<file path="src/rtl/wt_dcache_rd_ctrl_par_if.sv">
// Miss-unit and data-array bus of the dcache read controller.
// master = controller side, slave = miss unit / array side.
interface wt_dcache_rd_ctrl_par_if #(
    parameter int TagWidth     = 44,
    parameter int IdxWidth     = 8,
    parameter int OffWidth     = 4,
    parameter int SetAssoc     = 8,
    parameter int DataWidth    = 64,
    parameter int CacheIdWidth = 2
);
    logic                                  miss_req_o;
    logic                                  miss_ack_i;
    logic                                  miss_replay_i;
    logic                                  miss_rtrn_vld_i;
    logic [TagWidth+IdxWidth+OffWidth-1:0] miss_paddr_o;
    logic                                  miss_nc_o;
    logic [2:0]                            miss_size_o;
    logic [SetAssoc-1:0]                   miss_vld_bits_o;
    logic [CacheIdWidth-1:0]               miss_id_o;

    logic                                  rd_req_o;
    logic                                  rd_ack_i;
    logic [IdxWidth-1:0]                   rd_idx_o;
    logic [OffWidth-1:0]                   rd_off_o;
    logic [TagWidth-1:0]                   rd_tag_o;
    logic [DataWidth-1:0]                  rd_data_i;
    logic [SetAssoc-1:0]                   rd_vld_bits_i;
    logic [SetAssoc-1:0]                   rd_hit_oh_i;
    logic                                  wr_cl_vld_i;

    modport master (
        output miss_req_o, miss_paddr_o, miss_nc_o, miss_size_o, miss_vld_bits_o, miss_id_o,
        output rd_req_o, rd_idx_o, rd_off_o, rd_tag_o,
        input  miss_ack_i, miss_replay_i, miss_rtrn_vld_i,
        input  rd_ack_i, rd_data_i, rd_vld_bits_i, rd_hit_oh_i, wr_cl_vld_i
    );

    modport slave (
        input  miss_req_o, miss_paddr_o, miss_nc_o, miss_size_o, miss_vld_bits_o, miss_id_o,
        input  rd_req_o, rd_idx_o, rd_off_o, rd_tag_o,
        output miss_ack_i, miss_replay_i, miss_rtrn_vld_i,
        output rd_ack_i, rd_data_i, rd_vld_bits_i, rd_hit_oh_i, wr_cl_vld_i
    );
endinterface

</file>
<file path="src/rtl/wt_dcache_rd_ctrl_par.sv">
// Write-through dcache read-port controller: speculative array read, late tag, miss/replay/kill handling.
// Optional hit/miss performance counters are enabled with DCACHE_RD_CTRL_PERF_EN.
module wt_dcache_rd_ctrl_par #(
    parameter int TagWidth     = 44,
    parameter int IdxWidth     = 8,
    parameter int OffWidth     = 4,
    parameter int SetAssoc     = 8,
    parameter int DataWidth    = 64,
    parameter int RdTxId       = 1,
    parameter int MaxReplay    = 7,
    parameter int CntWidth     = 32,
    parameter int CacheIdWidth = 2
) (
    input  logic                 clk_i,
    input  logic                 rst_ni,
    input  logic                 cache_en_i,
    input  logic                 req_valid_i,
    output logic                 req_gnt_o,
    input  logic [IdxWidth-1:0]  req_idx_i,
    input  logic [OffWidth-1:0]  req_off_i,
    input  logic [1:0]           req_size_i,
    input  logic                 tag_valid_i,
    input  logic [TagWidth-1:0]  tag_i,
    input  logic                 nc_i,
    input  logic                 kill_i,
    output logic                 rsp_valid_o,
    output logic [DataWidth-1:0] rsp_data_o,
    output logic                 rsp_err_o,
`ifdef DCACHE_RD_CTRL_PERF_EN
    output logic [CntWidth-1:0]  perf_hit_o,
    output logic [CntWidth-1:0]  perf_miss_o,
`endif
    wt_dcache_rd_ctrl_par_if.master bus
);
    typedef enum logic [2:0] {
        IDLE, READ, MISS_REQ, MISS_WAIT, REPLAY_REQ, REPLAY_READ, KILL_ACK, KILL_WAIT
    } state_e;

    localparam int RpW = (MaxReplay < 1) ? 1 : $clog2(MaxReplay + 1);

    state_e              r_state, w_state_next;
    logic [IdxWidth-1:0] r_idx;
    logic [OffWidth-1:0] r_off;
    logic [1:0]          r_size;
    logic [TagWidth-1:0] r_tag;
    logic                r_nc;
    logic                r_rd_ack;
    logic                r_rd_req;
    logic [SetAssoc-1:0] r_vld_bits;
    logic [RpW-1:0]      r_replay_cnt;

    logic w_gnt, w_rd_req, w_miss_req, w_save_tag, w_hit;
    logic w_rsp_valid, w_rsp_err, w_replay_inc, w_nc_now, w_miss_nc, w_replay_full;

    assign w_replay_full = (r_replay_cnt == RpW'(MaxReplay));

    always_comb begin
        w_state_next = r_state;
        w_gnt        = 1'b0;
        w_rd_req     = 1'b0;
        w_miss_req   = 1'b0;
        w_save_tag   = 1'b0;
        w_hit        = 1'b0;
        w_rsp_valid  = 1'b0;
        w_rsp_err    = 1'b0;
        w_replay_inc = 1'b0;
        w_nc_now     = r_nc;
        case (r_state)
            IDLE: begin
                if (req_valid_i) begin
                    w_rd_req = 1'b1;
                    if (bus.rd_ack_i) begin
                        w_gnt        = 1'b1;
                        w_state_next = READ;
                    end
                end
            end
            READ, REPLAY_READ: begin
                w_rd_req = 1'b1;
                if (kill_i) begin
                    w_rsp_valid  = 1'b1;
                    w_state_next = IDLE;
                end else if (tag_valid_i || r_state == REPLAY_READ) begin
                    // a replayed read reuses the tag/nc captured on the first pass
                    if (r_state == READ) begin
                        w_save_tag = 1'b1;
                        w_nc_now   = nc_i;
                    end
                    if (bus.wr_cl_vld_i || !r_rd_ack) begin
                        if (w_replay_full) begin
                            w_rsp_valid  = 1'b1;
                            w_rsp_err    = 1'b1;
                            w_state_next = IDLE;
                        end else begin
                            w_replay_inc = 1'b1;
                            w_state_next = REPLAY_REQ;
                        end
                    end else if ((|bus.rd_hit_oh_i) && cache_en_i && !w_nc_now) begin
                        w_hit        = 1'b1;
                        w_rsp_valid  = 1'b1;
                        w_state_next = IDLE;
                        if (req_valid_i && bus.rd_ack_i) begin
                            w_gnt        = 1'b1;
                            w_state_next = READ;
                        end
                    end else begin
                        w_state_next = MISS_REQ;
                    end
                end
            end
            MISS_REQ: begin
                w_miss_req = 1'b1;
                if (kill_i) begin
                    w_rsp_valid  = 1'b1;
                    w_state_next = bus.miss_ack_i ? KILL_WAIT : KILL_ACK;
                end else if (bus.miss_replay_i) begin
                    if (w_replay_full) begin
                        w_rsp_valid  = 1'b1;
                        w_rsp_err    = 1'b1;
                        w_state_next = IDLE;
                    end else begin
                        w_replay_inc = 1'b1;
                        w_state_next = REPLAY_REQ;
                    end
                end else if (bus.miss_ack_i) begin
                    w_state_next = MISS_WAIT;
                end
            end
            MISS_WAIT: begin
                if (bus.miss_rtrn_vld_i) begin
                    w_rsp_valid  = 1'b1;
                    w_state_next = IDLE;
                end else if (kill_i) begin
                    w_rsp_valid  = 1'b1;
                    w_state_next = KILL_WAIT;
                end
            end
            REPLAY_REQ: begin
                w_rd_req = 1'b1;
                if (kill_i) begin
                    w_rsp_valid  = 1'b1;
                    w_state_next = IDLE;
                end else if (bus.rd_ack_i) begin
                    w_state_next = REPLAY_READ;
                end
            end
            KILL_ACK: begin
                w_miss_req = 1'b1;
                if (bus.miss_replay_i) begin
                    w_state_next = IDLE;
                end else if (bus.miss_ack_i) begin
                    w_state_next = KILL_WAIT;
                end
            end
            KILL_WAIT: begin
                if (bus.miss_rtrn_vld_i) begin
                    w_state_next = IDLE;
                end
            end
            default: w_state_next = IDLE;
        endcase
    end

    always_ff @(posedge clk_i) begin
        if (!rst_ni) begin
            r_state      <= IDLE;
            r_idx        <= '0;
            r_off        <= '0;
            r_size       <= '0;
            r_tag        <= '0;
            r_nc         <= 1'b0;
            r_rd_ack     <= 1'b0;
            r_rd_req     <= 1'b0;
            r_vld_bits   <= '0;
            r_replay_cnt <= '0;
        end else begin
            r_state  <= w_state_next;
            r_rd_ack <= w_rd_req & bus.rd_ack_i;
            r_rd_req <= w_rd_req;
            if (r_rd_req) begin
                r_vld_bits <= bus.rd_vld_bits_i;
            end
            if (w_gnt) begin
                r_idx        <= req_idx_i;
                r_off        <= req_off_i;
                r_size       <= req_size_i;
                r_replay_cnt <= '0;
            end else if (w_replay_inc) begin
                r_replay_cnt <= r_replay_cnt + RpW'(1);
            end
            if (w_save_tag) begin
                r_tag <= tag_i;
                r_nc  <= nc_i;
            end
        end
    end

    // combinational outputs are forced quiet while reset is held
    assign w_miss_nc           = !cache_en_i || r_nc;
    assign req_gnt_o           = rst_ni & w_gnt;
    assign rsp_valid_o         = rst_ni & w_rsp_valid;
    assign rsp_err_o           = rst_ni & w_rsp_err;
    assign rsp_data_o          = (rst_ni & w_hit) ? bus.rd_data_i : '0;
    assign bus.rd_req_o        = rst_ni & w_rd_req;
    assign bus.rd_idx_o        = !rst_ni ? '0 : (w_gnt ? req_idx_i : r_idx);
    assign bus.rd_off_o        = !rst_ni ? '0 : (w_gnt ? req_off_i : r_off);
    assign bus.rd_tag_o        = !rst_ni ? '0 : (w_gnt ? tag_i : r_tag);
    assign bus.miss_req_o      = rst_ni & w_miss_req;
    assign bus.miss_paddr_o    = rst_ni ? {r_tag, r_idx, r_off} : '0;
    assign bus.miss_nc_o       = rst_ni & w_miss_nc;
    assign bus.miss_size_o     = (rst_ni & w_miss_nc) ? {1'b0, r_size} : 3'b111;
    assign bus.miss_vld_bits_o = rst_ni ? r_vld_bits : '0;
    assign bus.miss_id_o       = CacheIdWidth'(RdTxId);

`ifdef DCACHE_RD_CTRL_PERF_EN
    logic [CntWidth-1:0] r_perf_hit, r_perf_miss;

    always_ff @(posedge clk_i) begin
        if (!rst_ni) begin
            r_perf_hit  <= '0;
            r_perf_miss <= '0;
        end else begin
            if (w_hit) begin
                r_perf_hit <= r_perf_hit + CntWidth'(1);
            end
            if (w_miss_req && bus.miss_ack_i) begin
                r_perf_miss <= r_perf_miss + CntWidth'(1);
            end
        end
    end

    assign perf_hit_o  = r_perf_hit;
    assign perf_miss_o = r_perf_miss;
`endif
endmodule

</file>
<file path="src/flat_wrapper.sv">
// flat-port wrapper written by rule: the top's interface ports become plain ports
module wt_dcache_rd_ctrl_par_flat 
#(
    parameter int TagWidth     = 44,
    parameter int IdxWidth     = 8,
    parameter int OffWidth     = 4,
    parameter int SetAssoc     = 8,
    parameter int DataWidth    = 64,
    parameter int RdTxId       = 1,
    parameter int MaxReplay    = 7,
    parameter int CntWidth     = 32,
    parameter int CacheIdWidth = 2
)
  (clk_i, rst_ni, cache_en_i, req_valid_i, req_gnt_o, req_idx_i, req_off_i, req_size_i, tag_valid_i, tag_i, nc_i, kill_i, rsp_valid_o, rsp_data_o, rsp_err_o, bus_miss_req_o, bus_miss_paddr_o, bus_miss_nc_o, bus_miss_size_o, bus_miss_vld_bits_o, bus_miss_id_o, bus_rd_req_o, bus_rd_idx_o, bus_rd_off_o, bus_rd_tag_o, bus_miss_ack_i, bus_miss_replay_i, bus_miss_rtrn_vld_i, bus_rd_ack_i, bus_rd_data_i, bus_rd_vld_bits_i, bus_rd_hit_oh_i, bus_wr_cl_vld_i);
  wt_dcache_rd_ctrl_par_if #(.TagWidth(TagWidth), .IdxWidth(IdxWidth), .OffWidth(OffWidth), .SetAssoc(SetAssoc), .DataWidth(DataWidth), .CacheIdWidth(CacheIdWidth)) bus_i ();
  input  logic clk_i;
  input  logic rst_ni;
  input  logic cache_en_i;
  input  logic req_valid_i;
  output logic req_gnt_o;
  input  logic [IdxWidth-1:0] req_idx_i;
  input  logic [OffWidth-1:0] req_off_i;
  input  logic [1:0] req_size_i;
  input  logic tag_valid_i;
  input  logic [TagWidth-1:0] tag_i;
  input  logic nc_i;
  input  logic kill_i;
  output logic rsp_valid_o;
  output logic [DataWidth-1:0] rsp_data_o;
  output logic rsp_err_o;
  output wire logic [$bits(bus_i.miss_req_o)-1:0] bus_miss_req_o;
  output wire logic [$bits(bus_i.miss_paddr_o)-1:0] bus_miss_paddr_o;
  output wire logic [$bits(bus_i.miss_nc_o)-1:0] bus_miss_nc_o;
  output wire logic [$bits(bus_i.miss_size_o)-1:0] bus_miss_size_o;
  output wire logic [$bits(bus_i.miss_vld_bits_o)-1:0] bus_miss_vld_bits_o;
  output wire logic [$bits(bus_i.miss_id_o)-1:0] bus_miss_id_o;
  output wire logic [$bits(bus_i.rd_req_o)-1:0] bus_rd_req_o;
  output wire logic [$bits(bus_i.rd_idx_o)-1:0] bus_rd_idx_o;
  output wire logic [$bits(bus_i.rd_off_o)-1:0] bus_rd_off_o;
  output wire logic [$bits(bus_i.rd_tag_o)-1:0] bus_rd_tag_o;
  input wire logic [$bits(bus_i.miss_ack_i)-1:0] bus_miss_ack_i;
  input wire logic [$bits(bus_i.miss_replay_i)-1:0] bus_miss_replay_i;
  input wire logic [$bits(bus_i.miss_rtrn_vld_i)-1:0] bus_miss_rtrn_vld_i;
  input wire logic [$bits(bus_i.rd_ack_i)-1:0] bus_rd_ack_i;
  input wire logic [$bits(bus_i.rd_data_i)-1:0] bus_rd_data_i;
  input wire logic [$bits(bus_i.rd_vld_bits_i)-1:0] bus_rd_vld_bits_i;
  input wire logic [$bits(bus_i.rd_hit_oh_i)-1:0] bus_rd_hit_oh_i;
  input wire logic [$bits(bus_i.wr_cl_vld_i)-1:0] bus_wr_cl_vld_i;
  assign bus_miss_req_o = bus_i.miss_req_o;
  assign bus_miss_paddr_o = bus_i.miss_paddr_o;
  assign bus_miss_nc_o = bus_i.miss_nc_o;
  assign bus_miss_size_o = bus_i.miss_size_o;
  assign bus_miss_vld_bits_o = bus_i.miss_vld_bits_o;
  assign bus_miss_id_o = bus_i.miss_id_o;
  assign bus_rd_req_o = bus_i.rd_req_o;
  assign bus_rd_idx_o = bus_i.rd_idx_o;
  assign bus_rd_off_o = bus_i.rd_off_o;
  assign bus_rd_tag_o = bus_i.rd_tag_o;
  assign bus_i.miss_ack_i = bus_miss_ack_i;
  assign bus_i.miss_replay_i = bus_miss_replay_i;
  assign bus_i.miss_rtrn_vld_i = bus_miss_rtrn_vld_i;
  assign bus_i.rd_ack_i = bus_rd_ack_i;
  assign bus_i.rd_data_i = bus_rd_data_i;
  assign bus_i.rd_vld_bits_i = bus_rd_vld_bits_i;
  assign bus_i.rd_hit_oh_i = bus_rd_hit_oh_i;
  assign bus_i.wr_cl_vld_i = bus_wr_cl_vld_i;
  wt_dcache_rd_ctrl_par #(.TagWidth(TagWidth), .IdxWidth(IdxWidth), .OffWidth(OffWidth), .SetAssoc(SetAssoc), .DataWidth(DataWidth), .RdTxId(RdTxId), .MaxReplay(MaxReplay), .CntWidth(CntWidth), .CacheIdWidth(CacheIdWidth)) u_core (.clk_i(clk_i), .rst_ni(rst_ni), .cache_en_i(cache_en_i), .req_valid_i(req_valid_i), .req_gnt_o(req_gnt_o), .req_idx_i(req_idx_i), .req_off_i(req_off_i), .req_size_i(req_size_i), .tag_valid_i(tag_valid_i), .tag_i(tag_i), .nc_i(nc_i), .kill_i(kill_i), .rsp_valid_o(rsp_valid_o), .rsp_data_o(rsp_data_o), .rsp_err_o(rsp_err_o), .bus(bus_i));
endmodule
</file>
<file path="config.mk">
export PLATFORM = sky130hd
export DESIGN_NAME = wt_dcache_rd_ctrl_par_flat
export DESIGN_NICKNAME = d
export VERILOG_FILES = /design/src/rtl/wt_dcache_rd_ctrl_par_if.sv /design/src/rtl/wt_dcache_rd_ctrl_par.sv /design/src/flat_wrapper.sv
export SDC_FILE = /design/constraint.sdc
export NUM_CORES = 1
export LEC_CHECK = 0
export ABC_CLOCK_PERIOD_IN_PS = 4200
export BUFFER_PORTS_ARGS = -buffer_cell sky130_fd_sc_hd__buf_2
export CAP_MARGIN = 10
export CORE_AREA = 8 8 127 129
export CTS_BUF_LIST = sky130_fd_sc_hd__clkbuf_16
export CTS_CLUSTER_DIAMETER = 60
export DETAILED_ROUTE_END_ITERATION = 10
export DIE_AREA = 0 0 135 137
export PLACE_DENSITY = 0.77
export SLEW_MARGIN = 20
export SYNTH_ARGS = -nofsm -noshare
export SYNTH_HDL_FRONTEND = slang
export SYNTH_SLANG_ARGS = --single-unit
</file>
<file path="constraint.sdc">
create_clock -name clk_i -period 4.2 [get_ports clk_i]
set_input_delay 0.84 -clock clk_i [delete_from_list [all_inputs] [get_ports clk_i]]
set_output_delay 0.84 -clock clk_i [all_outputs]
set_load 0.005 [all_outputs]
</file>
==> flow_metrics.py, run 1 <==
metrics = {
    "synth": {
        "dominantRegCellSynth": "dfxtp_1",
        "syn-cell-area_mm2": 0.005012,
        "synthesis.instances": 686,
        "async_flop_share": 0,
        "synth-seq-cells": 75,
        "synth.yosys.warnings": 0,
        "postSynthAreaPerCell_um2": 7.307,
        "synth_edf_count": 0,
        "synth.yosys.seq_area_share": 0.2996,
        "yosysUniqueCellTypes": 51,
        "syn-num-nets": 838,
    },
    "cts": {
        "postCtsSetupRepairBufs": 0,
        "hold_buffers": 0,
        "h-tree-depth": 3,
        "clkSlewWorstSetupHoldPaths_ps": 60,
        "cts_repair_resize_count": 0,
        "clkLatencyLatePin_ps": 340,
        "tritoncts": "built",
        "cts_buffer_depth": 2,
        "cts_num_sinks": 75,
        "clk_root_buffer_cell": "clkbuf_16",
        "tritoncts.num_buffers": 9,
    },
    "global_route": {
        "grt_antenna_before_repair": 1,
        "grt_remaining_overflow": 0,
        "grt_use_met1": 0.1869,
        "grt-busiest-layer": "met2",
        "number_of_global_route_vias_before_repair": 5170,
        "met3_usage": 0.06241,
        "grtUsageMet2": 0.3190,
        "grt_start_max_net_pins": 115,
        "globalRouteTotalUtil": 0.1761,
        "grt_first_pass_wirelength_um": 25990,
    },
    "die": {
        "ios": 345,
        "initial_core_utilization": 0.3529,
        "fp-row-count": 44,
        "die_w_um": 135,
        "die-height_um": 137,
        "dieArea_mm2": 0.01850,
        "core_region_area_mm2": 0.01420,
    },
    "finish": {
        "drive_gt1_frac": 0.3818,
        "final_nets": 1145,
        "areaGrowthSynthToFinish_pct": 40.29,
        "layout_common_cells": "buf_2, nand2_1, dfxtp_1",
        "mostFrequentLayoutCell": "buf_2",
        "fin_util": 0.4951,
    },
    "critical_path": {
        "cpLargestDelayFamily": "flip-flops",
        "worstPathCellList": "nor4bb_1 -> a211o_1 -> nor2_1 -> a31o_4 -> buf_12 -> mux2i_1 -> buf_2",
        "cpPeakStageDelay_ps": 790,
        "ff2ff_setup_slack_ps": 1900,
        "end_kind": "output pin",
        "crit_path_top_delay_cell": "dfxtp_1",
        "worst_ep_arrival_time_ps": 2730,
        "criticalPathCategory": "reg -> out",
        "worstPathRequired_ps": 3360,
        "crit_cells": 7,
        "crit_path_max_fanout": 62,
        "worstRegToRegCells": 6,
        "cp_startpoint_kind": "flop",
        "bufs_and_invs_on_worst_path": 2,
        "crit_path_start": "u_core.r_state[1]",
        "setup.worst_path.end": "bus_rd_tag_o[2]",
        "reg2reg_to": "u_core.r_off[3]",
        "critical_path.reg2reg.startpoint": "u_core.r_state[1]",
    },
    "sta": {
        "relSlewSlack": 0.3968,
        "period_needed_ps": 3573,
        "tightest_slew_ps": 901.6,
        "final.setup.worst_slack_ps": 627.0,
        "fin_skew_ps": 5.651,
        "setup_viol": 0,
        "timing.setup.tns_ps": 0,
        "max_freq_mhz": 279.9,
        "timing_max_transition_violations_final": 0,
        "fin_crit_sh": 0.8507,
        "timing.final.hold_violations": 0,
        "rsz0062_at_grt": "no",
    },
    "job": {
        "cap_viol_max_count": 0,
    },
    "routing": {
        "postRouteWirelength_um": 17550,
        "route.detailed.vias_per_inst": 4.586,
        "drt-wirelength-per-cell_um": 14.83,
        "detailed_route_via_count": 5425,
        "remaining_drc_errors": 0,
        "detail_route.iter0.violations": 274,
        "detail-route-antenna-nets": 0,
        "drtPass1Iterations": 4,
    },
    "placement": {
        "detailedPlace.worstSlack_ps": 748.6,
        "gp_routability_congestion": 0.8431,
        "placement.io_buffers": 342,
        "post-dp-hpwl_um": 13800,
    },
    "hold_path": {
        "holdCritPathClass": "reg -> reg",
    },
    "power_and_ir_drop": {
        "total_power_mw": 2.459,
        "ir_drop_mv": 0.2535,
        "power.static_leakage_nw": 4.042,
        "pwr_density_cell_mw_per_mm2": 349.7,
    },
    "outcome": {
        "status": "complete, no violations",
    },
}
==> cells in the mapped netlist, drive strengths merged (3+ instances only) <==
library cell  number  area [µm²]
nand2            215       807.0
dfxtp             75        1501
and2              74       462.9
mux2i             69       690.7
inv               61       229.0
a21boi            45       337.8
clkbuf            34       127.6
buf               21       220.2
nor2b             13       81.33
o21ai             13       65.06
a21oi             11       66.32
nor2              11       48.80
nor3b              6       60.06
nor4               4       31.28
nor3               3       15.01
==> worst reg2reg max path: stages, from the launching register on <==
cell      delay, ps
dfxtp_1         790
nor4bb_1        130
a211o_1         340
nor2_1          140
a31o_4          170
buf_12          350
mux2i_1         310
==> through the flow <==
step	hold WS (ps)	cell area [µm²]	std cells
final	451.1	7032	1183
after global routing	469.1	7032	1183
after CTS	453.4	7029	1182
after detailed placement	445.0	6713	1166
after global placement	439.4	6713	1166
after floorplan	430.0	5012	686
==> layer usage <==
layer  wire length, µm  up-vias
met5                 0        -
met4               201        0
met3              1727       14
met2              9002      219
met1              6617     2422
li1                  -     2770
==> report_power, final <==
group	leakage, nW	internal (mW)	switching [mW]
clock	0.161	0.519	0.305
sequential	0.609	0.793	0.0756
combinational	3.27	0.359	0.407
total	4.04	1.67	0.787
==> how the worst min path moves through the flow <==
stage	start	to	slack (ps)	depth (start not counted)
3_3_place_gp	u_core.r_size[1]	u_core.r_size[1]	440	2
3_5_place_dp	u_core.r_size[1]	u_core.r_size[1]	450	2
2_1_floorplan	u_core.r_size[0]	u_core.r_size[0]	430	2
6_report	u_core.r_tag[41]	u_core.r_tag[41]	450	2
4_1_cts	u_core.r_tag[41]	u_core.r_tag[41]	450	2
5_1_grt	u_core.r_tag[38]	u_core.r_tag[38]	470	2
==> flip-flops by register name (all words and copies together), names as in the netlist <==
register and count:
u_core.r_nc 1, u_core.r_replay_cnt 3, u_core.r_size 2, u_core.r_tag 44, u_core.r_idx 8, u_core.r_rd_req 1, u_core.r_vld_bits 8, u_core.r_rd_ack 1
u_core.r_off 4, u_core.r_state 3
==> final cells by class <==
| class | count | area, µm² |
|---|---|---|
| inverters | 61 | 229.0 |
| flip-flops and latches | 75 | 1501 |
| diodes | 1 | 2.502 |
| repair buffers | 351 | 1807 |
| fillers | 1443 | 7172 |
| clock buffers | 9 | 225.2 |
| multi-input cells | 495 | 2945 |
| well taps | 184 | 230.2 |
| clock inverters | 7 | 91.34 |
==> cells by family (layout without fill, tap and decap cells) <==
| kind of cell | after synthesis | after routing | share of synthesized area |
|---|---|---|---|
| muxes | 69 | 69 | 0.1378 |
| and+or+nand+nor | 337 | 337 | 0.3193 |
| other | 2 | 3 | 0.001498 |
| DFF | 75 | 75 | 0.2996 |
| adders and majority gates | 2 | 2 | 0.004992 |
| AOI/OAI and AO/OA | 84 | 84 | 0.1201 |
| buffers and inverters | 116 | 428 | 0.1151 |
| xor gates and xnor gates | 1 | 1 | 0.001748 |
No activity file was read; power rests on OpenSTA's default activity.
==> run 2: changes to the inputs <==
- PLACE_DENSITY: 0.77 -> unset
- PLACE_DENSITY_LB_ADDON: unset -> 0.08
==> flow_metrics.py, run 2 (same netlist as run 1, synthesis figures left out) <==
metrics = {
    "global_route": {
        "globalRouteTotalUtil": 0.1956,
        "grt_remaining_overflow": 0,
        "grt_start_max_net_pins": 106,
        "grt_antenna_before_repair": 2,
        "grtUsageMet2": 0.3738,
        "number_of_global_route_vias_before_repair": 5252,
        "grt_first_pass_wirelength_um": 28450,
        "grt-busiest-layer": "met2",
        "met3_usage": 0.06351,
        "grt_use_met1": 0.2002,
    },
    "routing": {
        "route.detailed.vias_per_inst": 4.549,
        "drtPass1Iterations": 4,
        "drt-wirelength-per-cell_um": 16.27,
        "detailed_route_via_count": 5391,
        "remaining_drc_errors": 0,
        "detail-route-antenna-nets": 0,
        "detail_route.iter0.violations": 227,
        "postRouteWirelength_um": 19280,
    },
    "critical_path": {
        "worstPathRequired_ps": 3360,
        "end_kind": "output pin",
        "criticalPathCategory": "in -> out",
        "cp_startpoint_kind": "input pin",
        "worst_ep_arrival_time_ps": 2700,
        "crit_path_max_fanout": 30,
    },
    "die": {
        "die_w_um": 135,
        "ios": 345,
        "die-height_um": 137,
        "core_region_area_mm2": 0.01420,
        "dieArea_mm2": 0.01850,
        "initial_core_utilization": 0.3529,
        "fp-row-count": 44,
    },
    "finish": {
        "final_nets": 1146,
        "drive_gt1_frac": 0.3804,
        "final_cells": 1185,
        "cell_area_after_layout_mm2": 0.007013,
        "registers.top_by_ff_count": "u_core.r_tag",
        "number_of_flip_flops_in_the_largest_register": 44,
        "mostFrequentLayoutCell": "buf_2",
        "layout_common_cells": "buf_2, nand2_1, dfxtp_1",
        "reg_top3": "u_core.r_tag x44, u_core.r_idx x8, u_core.r_vld_bits x8",
        "fin_util": 0.4937,
        "areaGrowthSynthToFinish_pct": 39.92,
        "fill_count": 1521,
    },
    "placement": {
        "placed_cells": 1167,
        "placement.io_buffers": 342,
        "placement.cell_area_mm2": 0.006745,
        "gp_routability_congestion": 0.8286,
        "detailedPlace.worstSlack_ps": 662.2,
        "post-dp-hpwl_um": 15520,
    },
    "sta": {
        "max_freq_mhz": 282.3,
        "tightest_slew_ps": 899.0,
        "relSlewSlack": 0.3986,
        "fin_skew_ps": 4.022,
        "timing.setup.tns_ps": 0,
        "holdWs_ps": 452.2,
        "rsz0062_at_grt": "no",
        "final.setup.worst_slack_ps": 657.4,
        "fin_crit_sh": 0.8435,
        "period_needed_ps": 3543,
        "setup_viol": 0,
        "timing_max_transition_violations_final": 0,
        "timing.final.hold_violations": 0,
    },
    "cts": {
        "cts_num_sinks": 75,
        "cts_repair_resize_count": 0,
        "tritoncts.num_buffers": 9,
        "postCtsSetupRepairBufs": 0,
        "tritoncts": "built",
        "h-tree-depth": 3,
        "cts_buffer_depth": 2,
        "clk_root_buffer_cell": "clkbuf_16",
        "hold_buffers": 0,
        "clkLatencyLatePin_ps": 330,
        "clkSlewWorstSetupHoldPaths_ps": 60,
    },
    "outcome": {
        "status": "complete, no violations",
    },
    "power_and_ir_drop": {
        "ir_drop_mv": 0.2183,
        "pwr_density_cell_mw_per_mm2": 333.0,
        "power.static_leakage_nw": 4.032,
        "total_power_mw": 2.335,
    },
    "hold_path": {
        "holdCritPathClass": "reg -> reg",
    },
    "job": {
        "cap_viol_max_count": 0,
    },
}
[run 2: cell types whose count changed in the layout (fill, tap and decap cells not counted), sizes merged]
cell	change
bufinv	-2
clkinvlp	+1
buf	+1
diode	+1
clkinv	-1
inv	+2
[run 2: power by group]
part	leakage, nW	internal [mW]	switching (mW)
Clock	0.139	0.393	0.296
Combinational	3.28	0.370	0.414
Sequential	0.609	0.794	0.0684
[run 2: worst paths after layout]
check / startpoint / end / slack, ps / cells after the start
max: kill_i / bus_rd_tag_o[34] / 660 / 7
min: u_core.r_tag[26] / u_core.r_tag[26] / 450 / 2
max reg2reg: u_core.r_state[0] / u_core.r_off[1] / 1980 / 7
min reg2reg: u_core.r_tag[26] / u_core.r_tag[26] / 450 / 2
[run 2: metal layers]
layer / up-vias / wire length (µm)
li1: 2775 / -
met1: 2394 / 7349
met2: 208 / 10250
met3: 14 / 1483
met4: 0 / 205
met5: - / 0
[run 2: cell type report]
class / instances / area [µm²] / share of cell area
Sequential cell: 75 / 1501 / 0.2141
Inverter: 61 / 229.0 / 0.03265
Tap cell: 184 / 230.2 / 0.03283
Clock inverter: 7 / 37.54 / 0.005352
Antenna cell: 2 / 5.005 / 0.0007136
Multi-Input combinational cell: 495 / 2945 / 0.4200
Clock buffer: 9 / 225.2 / 0.03211
Timing Repair Buffer: 352 / 1839 / 0.2623
[run 2: worst max-delay path, cell delays in order]
cell     delay (ps)
buf_2           210
or3_4           440
nor2_4          130
a31o_4          400
buf_12          280
mux2i_1         220
buf_2           150
